**src/rtl/fp_accumulator.sv**
```systemverilog
// Streaming floating-point accumulator: sums a vector of fp_t terms plus a bias,
// applies optional ReLU, and presents the result over a valid/ready handshake.

package tiny_nn_pkg;
  // 16-bit float: 1 sign, 5 exponent (bias 15), 10 mantissa; exponent 0 means zero.
  typedef struct packed {
    logic       sgn;
    logic [4:0] exp;
    logic [9:0] man;
  } fp_t;

  localparam fp_t FPZero = '0;
endpackage

// Combinational float adder: truncating, zero-flushing, returns FPZero on exact cancellation.
module fp_add
  import tiny_nn_pkg::*;
(
  input  fp_t a,
  input  fp_t b,
  output fp_t sum
);
  fp_t         x;
  fp_t         y;
  logic [4:0]  d;
  logic [14:0] mx;
  logic [14:0] my;
  logic [14:0] s;
  logic [5:0]  e;
  logic [3:0]  lead;
  logic [3:0]  shift;

  always_comb begin
    // NOTE: every variable gets a default up front so no path through this block infers a latch.
    x     = a;
    y     = b;
    s     = '0;
    lead  = '0;
    sum   = FPZero;
    if ({b.exp, b.man} > {a.exp, a.man}) begin
      x = b;
      y = a;
    end
    d  = x.exp - y.exp;
    mx = {2'b01, x.man, 3'b000};
    my = {2'b01, y.man, 3'b000} >> d;
    e  = {1'b0, x.exp};
    if (x.sgn == y.sgn) begin
      s = mx + my;
      if (s[14]) begin
        s = s >> 1;
        e = e + 6'd1;
      end
    end else begin
      s = mx - my;
    end
    for (int i = 0; i < 14; i++) begin
      if (s[i]) lead = 4'(i);
    end
    shift = 4'd13 - lead;
    if (y.exp == '0) begin
      sum = (x.exp == '0) ? FPZero : x;
    end else if (s == '0) begin
      sum = FPZero;
    end else if (e <= {2'b00, shift}) begin
      sum = FPZero;
    end else begin
      s   = s << shift;
      e   = e - {2'b00, shift};
      sum = '{sgn: x.sgn, exp: e[4:0], man: s[12:3]};
    end
  end
endmodule

module fp_accumulator
  import tiny_nn_pkg::*;
#(
  parameter int CountWidth  = 8,
  parameter bit ReluOutZero = 1'b1
) (
  input  logic                  clk_i,
  input  logic                  rst_i,
  input  logic                  in_valid_i,
  output logic                  in_ready_o,
  input  fp_t                   in_data_i,
  input  logic                  in_last_i,
  input  fp_t                   bias_i,
  input  logic                  relu_en_i,
  output logic                  out_valid_o,
  input  logic                  out_ready_i,
  output fp_t                   out_data_o,
  output logic [CountWidth-1:0] out_count_o,
  output logic                  busy_o
);
  typedef enum logic [1:0] {IDLE, ACC, DONE} state_e;

  state_e                state_q;
  state_e                state_d;
  fp_t                   acc_q;
  fp_t                   op_a;
  fp_t                   sum;
  fp_t                   result;
  logic [CountWidth-1:0] count_q;
  logic [CountWidth-1:0] count_d;
  logic                  beat;
  logic                  first_beat;

  assign beat       = in_valid_i && in_ready_o;
  assign first_beat = (state_q == IDLE) || ((state_q == DONE) && out_ready_i);
  assign op_a       = first_beat ? bias_i : acc_q;
  assign count_d    = first_beat ? CountWidth'(1)
                    : (&count_q) ? count_q : count_q + 1'b1;
  assign result     = (relu_en_i && ReluOutZero && sum.sgn) ? FPZero : sum;

  fp_add u_add (
    .a  (op_a),
    .b  (in_data_i),
    .sum(sum)
  );

  always_ff @(posedge clk_i or posedge rst_i) begin
    // NOTE: flops take non-blocking assignments so every register updates from pre-edge values.
    if (rst_i) state_q <= IDLE;
    else       state_q <= state_d;
  end

  always_comb begin
    state_d = state_q;
    unique case (state_q)
      IDLE, ACC: if (beat) state_d = in_last_i ? DONE : ACC;
      DONE: begin
        if (out_ready_i) begin
          if (beat) state_d = in_last_i ? DONE : ACC;
          else      state_d = IDLE;
        end
      end
      default: state_d = IDLE;
    endcase
  end

  always_comb begin
    in_ready_o = (state_q != DONE) || out_ready_i;
    busy_o     = (state_q == ACC);
  end

  always_ff @(posedge clk_i or posedge rst_i) begin
    if (rst_i) begin
      acc_q       <= FPZero;
      count_q     <= '0;
      out_valid_o <= 1'b0;
      out_data_o  <= FPZero;
      out_count_o <= '0;
    end else begin
      if (beat) begin
        acc_q   <= sum;
        count_q <= count_d;
      end
      // A last beat in the handshake cycle reloads the outputs instead of dropping valid.
      if (beat && in_last_i) begin
        out_valid_o <= 1'b1;
        out_data_o  <= result;
        out_count_o <= count_d;
      end else if (out_valid_o && out_ready_i) begin
        out_valid_o <= 1'b0;
      end
    end
  end
endmodule

```
**config.mk**
```make
export PLATFORM = sky130hd
export DESIGN_NAME = fp_accumulator
export DESIGN_NICKNAME = d
export VERILOG_FILES = /design/src/rtl/fp_accumulator.sv
export SDC_FILE = /design/constraint.sdc
export NUM_CORES = 1
export LEC_CHECK = 0
export BUFFER_PORTS_ARGS = -buffer_cell sky130_fd_sc_hd__buf_2
export CORE_MARGIN = 8
export CORE_UTILIZATION = 50
export DETAILED_ROUTE_END_ITERATION = 8
export PLACE_DENSITY = 0.73
export SLEW_MARGIN = 20
export SYNTH_ARGS = -nofsm -noshare
export SYNTH_HDL_FRONTEND = slang
export SYNTH_SLANG_ARGS = --single-unit
```
**constraint.sdc**
```tcl
create_clock -name clk_i -period 11.3 [get_ports clk_i]
set_clock_uncertainty 0.1 [all_clocks]
set_input_delay 0.565 -clock clk_i [delete_from_list [all_inputs] [get_ports clk_i]]
set_output_delay 0.565 -clock clk_i [all_outputs]
set_load 0.03 [all_outputs]
```
# Word level (Yosys, flattened, before mapping)
# Index checks and enable logic that the tools add are counted.
[word_totals]
ff_bits = 51
out_inout_bits = 27
word_cells = 76
[op_classes]
addsub = 7
n_lt_le_gt_ge = 2
eq_ne = 6
n_shift = 2
muxes = 34
n_reduce_logical = 15
[op_table]
columns = ["cell", "n"]
rows = [
  ["two-way mux 16 bit", 8],
  ["two-way mux 4 bit", 6],
  ["two-way mux 8 bit", 2],
  ["adder 14 x 15 -> 15 bit", 1],
  ["greater-than comparator 15 bit", 1],
  ["zero test 15 bit", 1],
  ["two-way mux 15 bit", 1],
  ["left shift 15 x 4 -> 13 bit", 1],
  ["right shift 14 x 5 -> 15 bit", 1],
  ["subtractor 14 x 15 -> 15 bit", 1],
  ["two-way mux 14 bit", 1],
  ["two-way mux 2 bit", 6],
  ["two-way mux 3 bit", 4],
  ["two-way mux 6 bit", 2],
  ["zero test 5 bit", 2],
  ["adder 8 x 1 -> 8 bit, second input constant", 1],
  ["AND reduction 8 bit", 1],
  ["adder 5 x 1 -> 6 bit, second input constant", 1],
  ["less-or-equal comparator 6 x 4 -> 1 bit", 1],
  ["!= test 2 bit, second input constant", 3],
  ["logical AND 1 bit", 5],
  ["subtractor 5 x 4 -> 5 bit", 1],
  ["subtractor 5 bit", 1],
  ["one-hot mux 2 bit (2 select lines)", 1],
  ["other kinds (10)", 13],
]

# Logic depth before layout (Yosys ltp)
# Gate-level depths: netlist (run 1).
[logic_depth]
depth_word = 31
mapped_depth = 59
depth_no_buf = 49

# Hierarchy
# From an unflattened synthesis (run 1), not the netlist that was laid out.
[unflattened]
cells_unflattened = 982
area_unflattened_um2 = 7358.3
[by_module_without_submodules]
columns = ["module", "instances", "cells_per_inst", "area_per_inst_um2"]
rows = [
  ["fp_add", 1, 710, 4956.0],
  ["fp_accumulator", 1, 272, 2402.3],
]

# Least setup slack after synthesis (run 1)
# Ideal clock, no wire load.
[synth_timing]
path_kind = "input-to-reg"
startpoint = "input out_ready_i"
endpoint = "register acc_q[0] (netlist name)"
arrival_time_ps = 12010
required_ps = 11075
setup_slack_ps = -935
path_stages = 51
path_cell_list = "and2b_1 -> nor2_4 -> buf_2 -> clkbuf_1 -> mux2i_1 -> ha_1 -> nand4_2 -> o21ba_2 -> nand3_2 -> o21ai_2 -> buf_2 -> clkbuf_1 -> clkbuf_1 -> clkbuf_1 -> clkbuf_1 -> a21oi_1 -> ha_1 -> clkbuf_1 -> [... 15 more ...] -> o21ai_1 -> or4_1 -> and4_1 -> and2_1 -> o311a_1 -> a21oi_4 -> ha_1 -> xnor2_1 -> inv_2 -> ha_1 -> a21oi_1 -> a41oi_1 -> o21a_1 -> o31a_1 -> nand2_1 -> nor2_1 -> a22o_1 -> mux2_2"
[synth_via]
elab_chain_cells = 28
word_cells_on_any_way = 41
[synth_rtl]
columns = ["element", "line", "source"]
rows = [
  ["from (decl)", "90", "input logic out_ready_i,"],
  ["logical AND 1 bit", "109", "assign first_beat = (state_q == IDLE) || ((state_q == DONE) && out_ready_i);"],
  ["logical OR 1 bit", "109", ""],
  ["two-way mux 16 bit", "110", "assign op_a = first_beat ? bias_i : acc_q;"],
  ["greater-than comparator 15 bit", "40", "if ({b.exp, b.man} > {a.exp, a.man}) begin"],
  ["two-way mux 16 bit", "40", ""],
  ["subtractor 5 bit", "44", "d = x.exp - y.exp;"],
  ["right shift 14 x 5 -> 15 bit", "46", "my = {2'b01, y.man, 3'b000} >> d;"],
  ["adder 14 x 15 -> 15 bit", "49", "s = mx + my;"],
  ["[... 3 more ...]", "n/a", ""],
  ["two-way mux 2 bit (2 in a row)", "58", "if (s[i]) lead = 4'(i);"],
  ["two-way mux 3 bit (4 in a row)", "58", ""],
  ["two-way mux 4 bit (6 in a row)", "58", ""],
  ["subtractor 4 bit", "60", "shift = 4'd13 - lead;"],
  ["less-or-equal comparator 6 x 4 -> 1 bit or left shift 15 x 4 -> 13 bit (tied branches)", "65, 68", ""],
  ["two-way mux 16 bit", "65", "end else if (e <= {2'b00, shift}) begin"],
  ["two-way mux 16 bit", "63", "end else if (s == '0) begin"],
  ["two-way mux 16 bit", "61", "if (y.exp == '0) begin"],
  ["to (signal assigned)", "148", "acc_q <= FPZero;"],
  ["to (signal assigned)", "155", "acc_q <= sum;"],
  ["to (decl)", "99", "fp_t acc_q;"],
]
# Parallel ways exist; a longest one is shown, timed or not.
# A chain may end at the register's enable or synchronous reset.

# Final worst setup path (run 1)
[layout_timing]
startpoint = "register state_q[0]"
endpoint = "register acc_q[0] (netlist name)"
[layout_via]
elab_chain_cells = 29
word_cells_on_any_way = 44
[layout_rtl]
columns = ["element", "line", "source"]
rows = [
  ["from (decl)", "97", "state_e state_q;"],
  ["from (signal assigned)", "124", "else state_q <= state_d;"],
  ["== test 2 bit", "109", ""],
  ["logical AND 1 bit", "109", ""],
  ["logical OR 1 bit", "109", ""],
  ["two-way mux 16 bit", "110", ""],
  ["greater-than comparator 15 bit", "40", ""],
  ["two-way mux 16 bit", "40", ""],
  ["subtractor 5 bit", "44", ""],
  ["right shift 14 x 5 -> 15 bit", "46", ""],
  ["[... 4 more ...]", "n/a", ""],
  ["two-way mux 2 bit (2 in a row)", "58", ""],
  ["two-way mux 3 bit (4 in a row)", "58", ""],
  ["two-way mux 4 bit (6 in a row)", "58", ""],
  ["subtractor 4 bit", "60", ""],
  ["less-or-equal comparator 6 x 4 -> 1 bit or left shift 15 x 4 -> 13 bit (tied branches)", "65, 68", ""],
  ["two-way mux 16 bit", "65", ""],
  ["two-way mux 16 bit", "63", ""],
  ["two-way mux 16 bit", "61", ""],
]
# Parallel ways exist; a longest one is shown, timed or not.

==> flow_summary.rst, run 1 <==
.. list-table::
   :header-rows: 1

   * - Metric
     - Value
   * - Worst path arrival time
     - 10700 ps
   * - Combinational family with the most area after synthesis
     - compound AO/OA/AOI/OAI gates
   * - Top layer reached by signal wires
     - met4
   * - Pre-CTS worst setup slack
     - -33.8 ps
   * - List of most frequent post-synthesis cells
     - 99 x nand2_1, 90 x a21oi_1, 83 x nor2_1
   * - Placement Rows
     - 44
   * - Maximum Capacitance Violations
     - 0
   * - Final Non-Filler Cells
     - 1202
   * - CTS root buf
     - clkbuf_16
   * - Fraction of synthesized cell area taken by the top area cell type
     - 17.6%
   * - CP dominant cell by count
     - a21oi_1
   * - Top post-synthesis cells by area
     - dfrtp_1 18%, mux2i_1 8.0%, ha_1 7.8%
   * - Die boundary height
     - 136 um
   * - Last weighted congestion value of the routability-driven placer
     - 1.02
   * - Critical setup path kind
     - flip-flop to flip-flop
   * - Clk pin slew, worst setup/hold paths
     - 80 ps
   * - Routed met2 length
     - 10600 um
   * - Data required time at the worst endpoint
     - 11390 ps
   * - Maximum operating frequency
     - 94.3 MHz
   * - Cell type group with the largest total delay on the critical path
     - compound AO/OA/AOI/OAI gates
   * - Worst skew pair latency
     - 300 ps
   * - Level count of the clock H-tree
     - 2
   * - Area share of and/or/nand/nor cells after synthesis
     - 22.0%
   * - Synthesized-area fraction occupied by xor and xnor cells
     - 2.90%
   * - Warning count from the yosys run
     - 0
   * - Routed Antenna Nets
     - 0
   * - Initial antenna violation count
     - 0
   * - Proportion of layout cells with a drive suffix above 1
     - 18.5%
   * - Startpoint class of the critical path
     - flip-flop
   * - Area of the die
     - 18600 um2
   * - CTS tree
     - yes
   * - I/O pins
     - 65
   * - Initial cell density of the core
     - 50.4%
   * - Number of antenna diodes
     - 0
   * - Largest driver fanout on the critical path
     - 16
   * - Number of buffers between clock root and the deepest sink
     - 2
   * - Minimum clock period
     - 10610 ps
   * - Fillcell total
     - 1344
   * - Standard cell with the maximum stage delay on the critical path
     - or4_1
   * - Area of the core region
     - 14400 um2
   * - Most used flip-flop cell after synthesis
     - dfrtp_1
   * - Final HPWL DP
     - 19200 um
   * - Met3 wire len
     - 2150 um
   * - Unique masters post-synth
     - 100
   * - Port bufs
     - 64
   * - Register bit count reported by yosys
     - 51
   * - Worst Hold Class
     - input port to asynchronous set/reset pin
   * - Gr usage total
     - 25.4%
   * - Detailed-route via count
     - 7854
   * - Compound-Gate Fraction of Synth Area
     - 32.3%
   * - Nets
     - 1102
   * - Share of flip-flops with an asynchronous set or reset
     - 100%
   * - DRC errors left
     - 0
   * - Adder-cell area share of the yosys netlist
     - 8.32%
   * - First-pass iteration count of the detailed router
     - 7
   * - EDFF count, synth
     - 0
   * - Vias in the first global route
     - 7319
   * - Wirelength per Cell
     - 20.0 um
   * - RSZ-0062 raised after global routing
     - false
   * - CTS buffer count
     - 5
   * - 1st-iter DRT viols
     - 763
   * - Transition at the pin with the smallest max-transition slack
     - 989 ps
   * - Worst Setup End Kind
     - flip-flop
   * - Width of the chip
     - 136 um
   * - Most numerous cell in the Yosys netlist
     - nand2_1
   * - Portion of the post-synthesis area used by sequential elements
     - 17.6%
   * - Cell count after synthesis
     - 953
   * - Least setup slack across all paths after layout
     - 692 ps
   * - Wire length of the first global-routing pass
     - 38100 um
   * - Avg Synthesized Cell Area
     - 7.60 um2
   * - Area overhead of the layout relative to synthesis
     - 12.2%
   * - Library cell with the largest summed area after synthesis
     - dfrtp_1
   * - Max-slew violation count
     - 0
   * - Maximum number of pins on one net before global-route repair
     - 52
   * - Fraction of synthesized area in multiplexers
     - 11.0%
   * - Endpoints failing setup
     - 0
   * - Global route total overflow
     - 0
   * - Number of setup buffers added after CTS
     - 0
   * - Clock sinks
     - 51
   * - Cell area after synthesis
     - 7250 um2
   * - Average via count per standard cell
     - 6.53
   * - Count of buffer and inverter cells on the critical path
     - 4
   * - Synthesized Nets
     - 1038
   * - WL met1
     - 10000 um
   * - Final critical-path share of the clock period
     - 93.9%
   * - Count of final hold-check violations
     - 0
   * - Worst path max stage delay
     - 570 ps
   * - Detailed-route wire length
     - 24100 um
   * - Relative max-transition margin
     - 33.9%
   * - Result of the run
     - complete, no violations
   * - Placed Cells incl. Taps
     - 1194
area by class of cell:
cell class                 instances  area [um2]  share of cell area (%)
sequential                        51        1280                    15.7
tap                              184         230                    2.83
inverter                          49         189                    2.32
clock inverter                     3        27.5                   0.339
multi-input combinational        800        5610                    69.1
timing repair buffer             110         666                    8.19
clock buffer                       5         125                    1.54
sequential cells by signal, summed over array words and instances, names as in the netlist:
signal / flops
count_q: 8
out_valid_o: 1
state_q: 2
out_data_o: 16
out_count_o: 8
acc_q: 16
worst paths after layout:
path / startpoint / to / slack [ps] / cells past startpoint
worst max-delay path: state_q[0]$_DFFE_PP0P_ / acc_q[0]$_DFFE_PP0P_ / 690 / 43
worst min-delay path: rst_i / count_q[3]$_DFFE_PP0P_ / 310 / 2
worst max register to register: state_q[0]$_DFFE_PP0P_ / acc_q[0]$_DFFE_PP0P_ / 690 / 43
worst min register to register: out_count_o[7]$_DFFE_PP0P_ / out_count_o[7]$_DFFE_PP0P_ / 380 / 2
max in group asynchronous: rst_i / acc_q[14]$_DFFE_PP0P_ / 10260 / 2
min in group clk_i: out_ready_i / out_valid_o$_DFFE_PP0P_ / 380 / 2
per-layer routing:
metal,GRT usage [%],vias to the layer above
li1,-,3683
met1,33.2,3680
met2,39.9,405
met3,4.29,86
met4,12.5,0
met5,0,-
cell families (layout without fill, tap and decap cells):
logic type	after synthesis	in the layout
compound gates	334	334
xor+xnor	24	24
fa+ha+maj	47	47
buf+inv	102	167
flops	51	51
mux	75	75
simple gates	320	320
placed cells by master (no fill, tap or decap), types with 12 or more instances in the layout:
cell      Yosys  layout
nand2_1      99      99
a21oi_1      90      90
nor2_1       83      83
buf_2         8      64
mux2i_1      58      54
dfrtp_1      51      51
o21ai_0      50      48
buf_4         1      46
ha_1         45      45
inv_1        46      44
nand3_1      33      33
and3_1       18      18
o31ai_1      17      17
xnor2_1      18      17
mux2_2       15      15
o21ai_1      16      14
a211oi_1     13      13
a22oi_1      12      12
nor3_1       12      12
and2_1       12      12
nand4_1      12      12
through the flow:
step	utilization [%]	hold slack, ps	instance area [um2]	setup TNS [ps]
finish	56.6	312	8130	0
global route	56.6	394	8130	0
CTS	56.2	384	8070	0
detailed placement	55.1	369	7920	-124
global placement	55.1	360	7920	0
floorplan	-	345	7260	0
timing repair:
action                                  CTS  global route
hold buffers                              0             0
endpoints found under the hold margin     0             0
resized for setup                         0            13
endpoints found under the setup margin    0            32
Power of run 1 is not shown: default switching activity piles up to over one toggle a cycle in this logic, so the estimate is an artifact.
==> inputs of run 2 (changes only) <==
--- a/config.mk
+++ b/config.mk
@@ -9,8 +9,9 @@
 export CORE_MARGIN = 8
 export CORE_UTILIZATION = 50
 export DETAILED_ROUTE_END_ITERATION = 8
-export PLACE_DENSITY = 0.73
+export PLACE_DENSITY = 0.72
 export SLEW_MARGIN = 20
 export SYNTH_ARGS = -nofsm -noshare
 export SYNTH_HDL_FRONTEND = slang
+export SYNTH_HIERARCHICAL = 1
 export SYNTH_SLANG_ARGS = --single-unit
==> run 2 against run 1 <==
Global-route usage decreased by 0.61 points. Synthesized cell count is 3.0% higher. Worst hold slack better by 4.0 ps. Final cell count up 1.8%. Critical path type unchanged. Non-clock buffer count shrank 8. Die area up 1.4%. Register-to-register slack worse by 50 ps. Largest cell class unchanged. Worst setup slack worse by 48 ps. Critical endpoint is now acc_q[8]$_DFFE_PP0N_. Area after synthesis up 1.5%. Core utilization fell by 0.31 points.
==> flow_summary.rst, run 2 <==
.. list-table::
   :header-rows: 1

   * - Metric
     - Value
   * - Result of the run
     - complete, no violations
   * - Endpoints failing setup
     - 0
   * - Routed Antenna Nets
     - 0
   * - Critical setup path kind
     - flip-flop to flip-flop
   * - Final HPWL DP
     - 18900 um
   * - Wirelength per Cell
     - 19.6 um
   * - Fraction of synthesized area in multiplexers
     - 6.77%
   * - Proportion of layout cells with a drive suffix above 1
     - 18.1%
   * - Area of the core region
     - 14500 um2
   * - Port bufs
     - 64
   * - Relative max-transition margin
     - 26.2%
   * - Top post-synthesis cells by area
     - dfrtp_1 17%, nand2_1 8.9%, ha_1 7.7%
   * - 1st-iter DRT viols
     - 764
   * - Fraction of synthesized cell area taken by the top area cell type
     - 17.3%
   * - Gr usage total
     - 24.8%
   * - Level count of the clock H-tree
     - 2
   * - Share of flip-flops with an asynchronous set or reset
     - 100%
   * - Initial antenna violation count
     - 0
   * - Share of the core filled with cells in the final layout
     - 56.3%
   * - CP dominant cell by count
     - nand2_1
   * - Area of the die
     - 18900 um2
   * - Number of buffers between clock root and the deepest sink
     - 2
   * - Clock sinks
     - 51
   * - Die boundary height
     - 137 um
   * - Final critical-path share of the clock period
     - 94.3%
   * - Worst Setup End Kind
     - flip-flop
   * - CTS tree
     - yes
   * - Placed Cells incl. Taps
     - 1214
   * - Portion of the post-synthesis area used by sequential elements
     - 17.3%
   * - DRC errors left
     - 0
   * - Detailed-route wire length
     - 24000 um
   * - Most common cell after layout, fill and taps aside
     - nand2_1
   * - List of most frequent post-synthesis cells
     - 174 x nand2_1, 71 x a21oi_1, 57 x nor2_1
   * - CTS buffer count
     - 5
   * - I/O pins
     - 65
   * - Largest driver fanout on the critical path
     - 14
   * - Width of the chip
     - 137 um
   * - Adder-cell area share of the yosys netlist
     - 8.20%
   * - Cell area after synthesis
     - 7360 um2
   * - Pre-CTS worst setup slack
     - 320 ps
   * - Fillcell total
     - 1367
   * - Count of final hold-check violations
     - 0
   * - Maximum operating frequency
     - 93.8 MHz
   * - Startpoint class of the critical path
     - flip-flop
   * - Wire length of the first global-routing pass
     - 38200 um
   * - Maximum number of pins on one net before global-route repair
     - 52
   * - Worst path arrival time
     - 10790 ps
   * - Nets
     - 1124
   * - Count of buffer and inverter cells on the critical path
     - 4
   * - Compound-Gate Fraction of Synth Area
     - 31.3%
   * - Transition at the pin with the smallest max-transition slack
     - 1100 ps
   * - Library cell with the largest summed area after synthesis
     - dfrtp_1
   * - Worst path max stage delay
     - 520 ps
   * - Vias in the first global route
     - 7333
   * - Sequential cell area in the final layout
     - 1280 um2
   * - Number of antenna diodes
     - 0
   * - Data required time at the worst endpoint
     - 11430 ps
   * - Area used by multi-input combinational logic
     - 5660 um2
   * - Synthesized-area fraction occupied by xor and xnor cells
     - 2.48%
   * - Area share of and/or/nand/nor cells after synthesis
     - 27.2%
   * - Worst Hold Class
     - input port to asynchronous set/reset pin
   * - Most used flip-flop cell after synthesis
     - dfrtp_1
   * - Global route total overflow
     - 0
   * - Detailed-route via count
     - 7878
   * - Warning count from the yosys run
     - 6
   * - Max-slew violation count
     - 0
   * - Final Non-Filler Cells
     - 1224
   * - Area overhead of the layout relative to synthesis
     - 10.7%
   * - Worst skew pair latency
     - 290 ps
   * - CTS root buf
     - clkbuf_16
   * - Average via count per standard cell
     - 6.44
   * - Cell type group with the largest total delay on the critical path
     - compound AO/OA/AOI/OAI gates
   * - Most frequent cells in the layout
     - 174 x nand2_1, 70 x a21oi_1, 64 x buf_2, 57 x nor2_1, 53 x inv_1
   * - Combinational family with the most area after synthesis
     - compound AO/OA/AOI/OAI gates
   * - Most numerous cell in the Yosys netlist
     - nand2_1
   * - Maximum Capacitance Violations
     - 0
   * - Register bit count reported by yosys
     - 51
   * - Placement Rows
     - 44
   * - Cell count after synthesis
     - 982
   * - Avg Synthesized Cell Area
     - 7.49 um2
   * - Clk pin slew, worst setup/hold paths
     - 70 ps
   * - Least setup slack across all paths after layout
     - 644 ps
   * - Unique masters post-synth
     - 110
   * - Final hold slack
     - 316 ps
   * - Minimum clock period
     - 10660 ps
   * - Standard cell with the maximum stage delay on the critical path
     - mux4_2
   * - First-pass iteration count of the detailed router
     - 6
   * - Biggest regs
     - acc_q (16), out_data_o (16)
   * - EDFF count, synth
     - 0
   * - Last weighted congestion value of the routability-driven placer
     - 0.980
   * - Initial cell density of the core
     - 50.8%
   * - Reg2reg setup slack
     - 640 ps
   * - Synthesized Nets
     - 1067
## run 2: cell types whose count changed after synthesis, sizes merged, moves of 13 or more
cell / delta
nand2: +77
nor2: -26
mux2i: -24
a21oi: -21
nor3: +20
o22ai: +13
## run 2: worst paths after layout
path	from	to	cells past startpoint
setup / recovery	state_q[1]$_DFFE_PP0P_	acc_q[8]$_DFFE_PP0N_	46
hold / removal	rst_i	acc_q[14]$_DFFE_PP0N_	2
setup reg to reg	state_q[1]$_DFFE_PP0P_	acc_q[8]$_DFFE_PP0N_	46
hold reg to reg	out_count_o[5]$_DFFE_PP0P_	out_count_o[5]$_DFFE_PP0P_	2
max in group asynchronous	rst_i	count_q[4]$_DFFE_PP0N_	2
min in group clk_i	out_count_o[5]$_DFFE_PP0P_	out_count_o[5]$_DFFE_PP0P_	2
## run 2: cells by family after synthesis
group / Yosys count
buffers and inverters: 110
AOI/OAI and AO/OA: 316
muxes: 46
xor gates and xnor gates: 20
adders and majority gates: 47
and+or+nand+nor: 392
DFF: 51
## run 2: area by class of cell
class	instances	area share, %
timing repair buffer	102	7.59
clock inverter	2	0.154
inverter	58	2.69
tap	184	2.83
multi-input combinational	821	69.5
clock buffer	6	1.58
sequential	51	15.7
## run 2: timing repair
action | in CTS | in global routing
buffers inserted | 0 | 2
endpoints found under the hold margin | 0 | 0
setup endpoints to repair | 0 | 31
hold buffers | 0 | 0
resized for setup | 0 | 10
## run 2: layer usage
layer  GRT usage, %  routed length [um]  vias to the layer above
met1           34.9               11000                     3696
met4           8.75                 808                        0
met3           3.76                1750                       50
met2           37.8               10500                      378
met5              0                   0                        -
li1               -                   -                     3754
## run 2: metrics by stage
stage,area [um2],TNS [ps]
3_5_place_dp,7920,0
4_1_cts,8060,0
3_3_place_gp,7920,0
2_1_floorplan,7360,0
6_report,8150,0
5_1_grt,8150,-8.80
Power of run 2 is left out for the same reason.
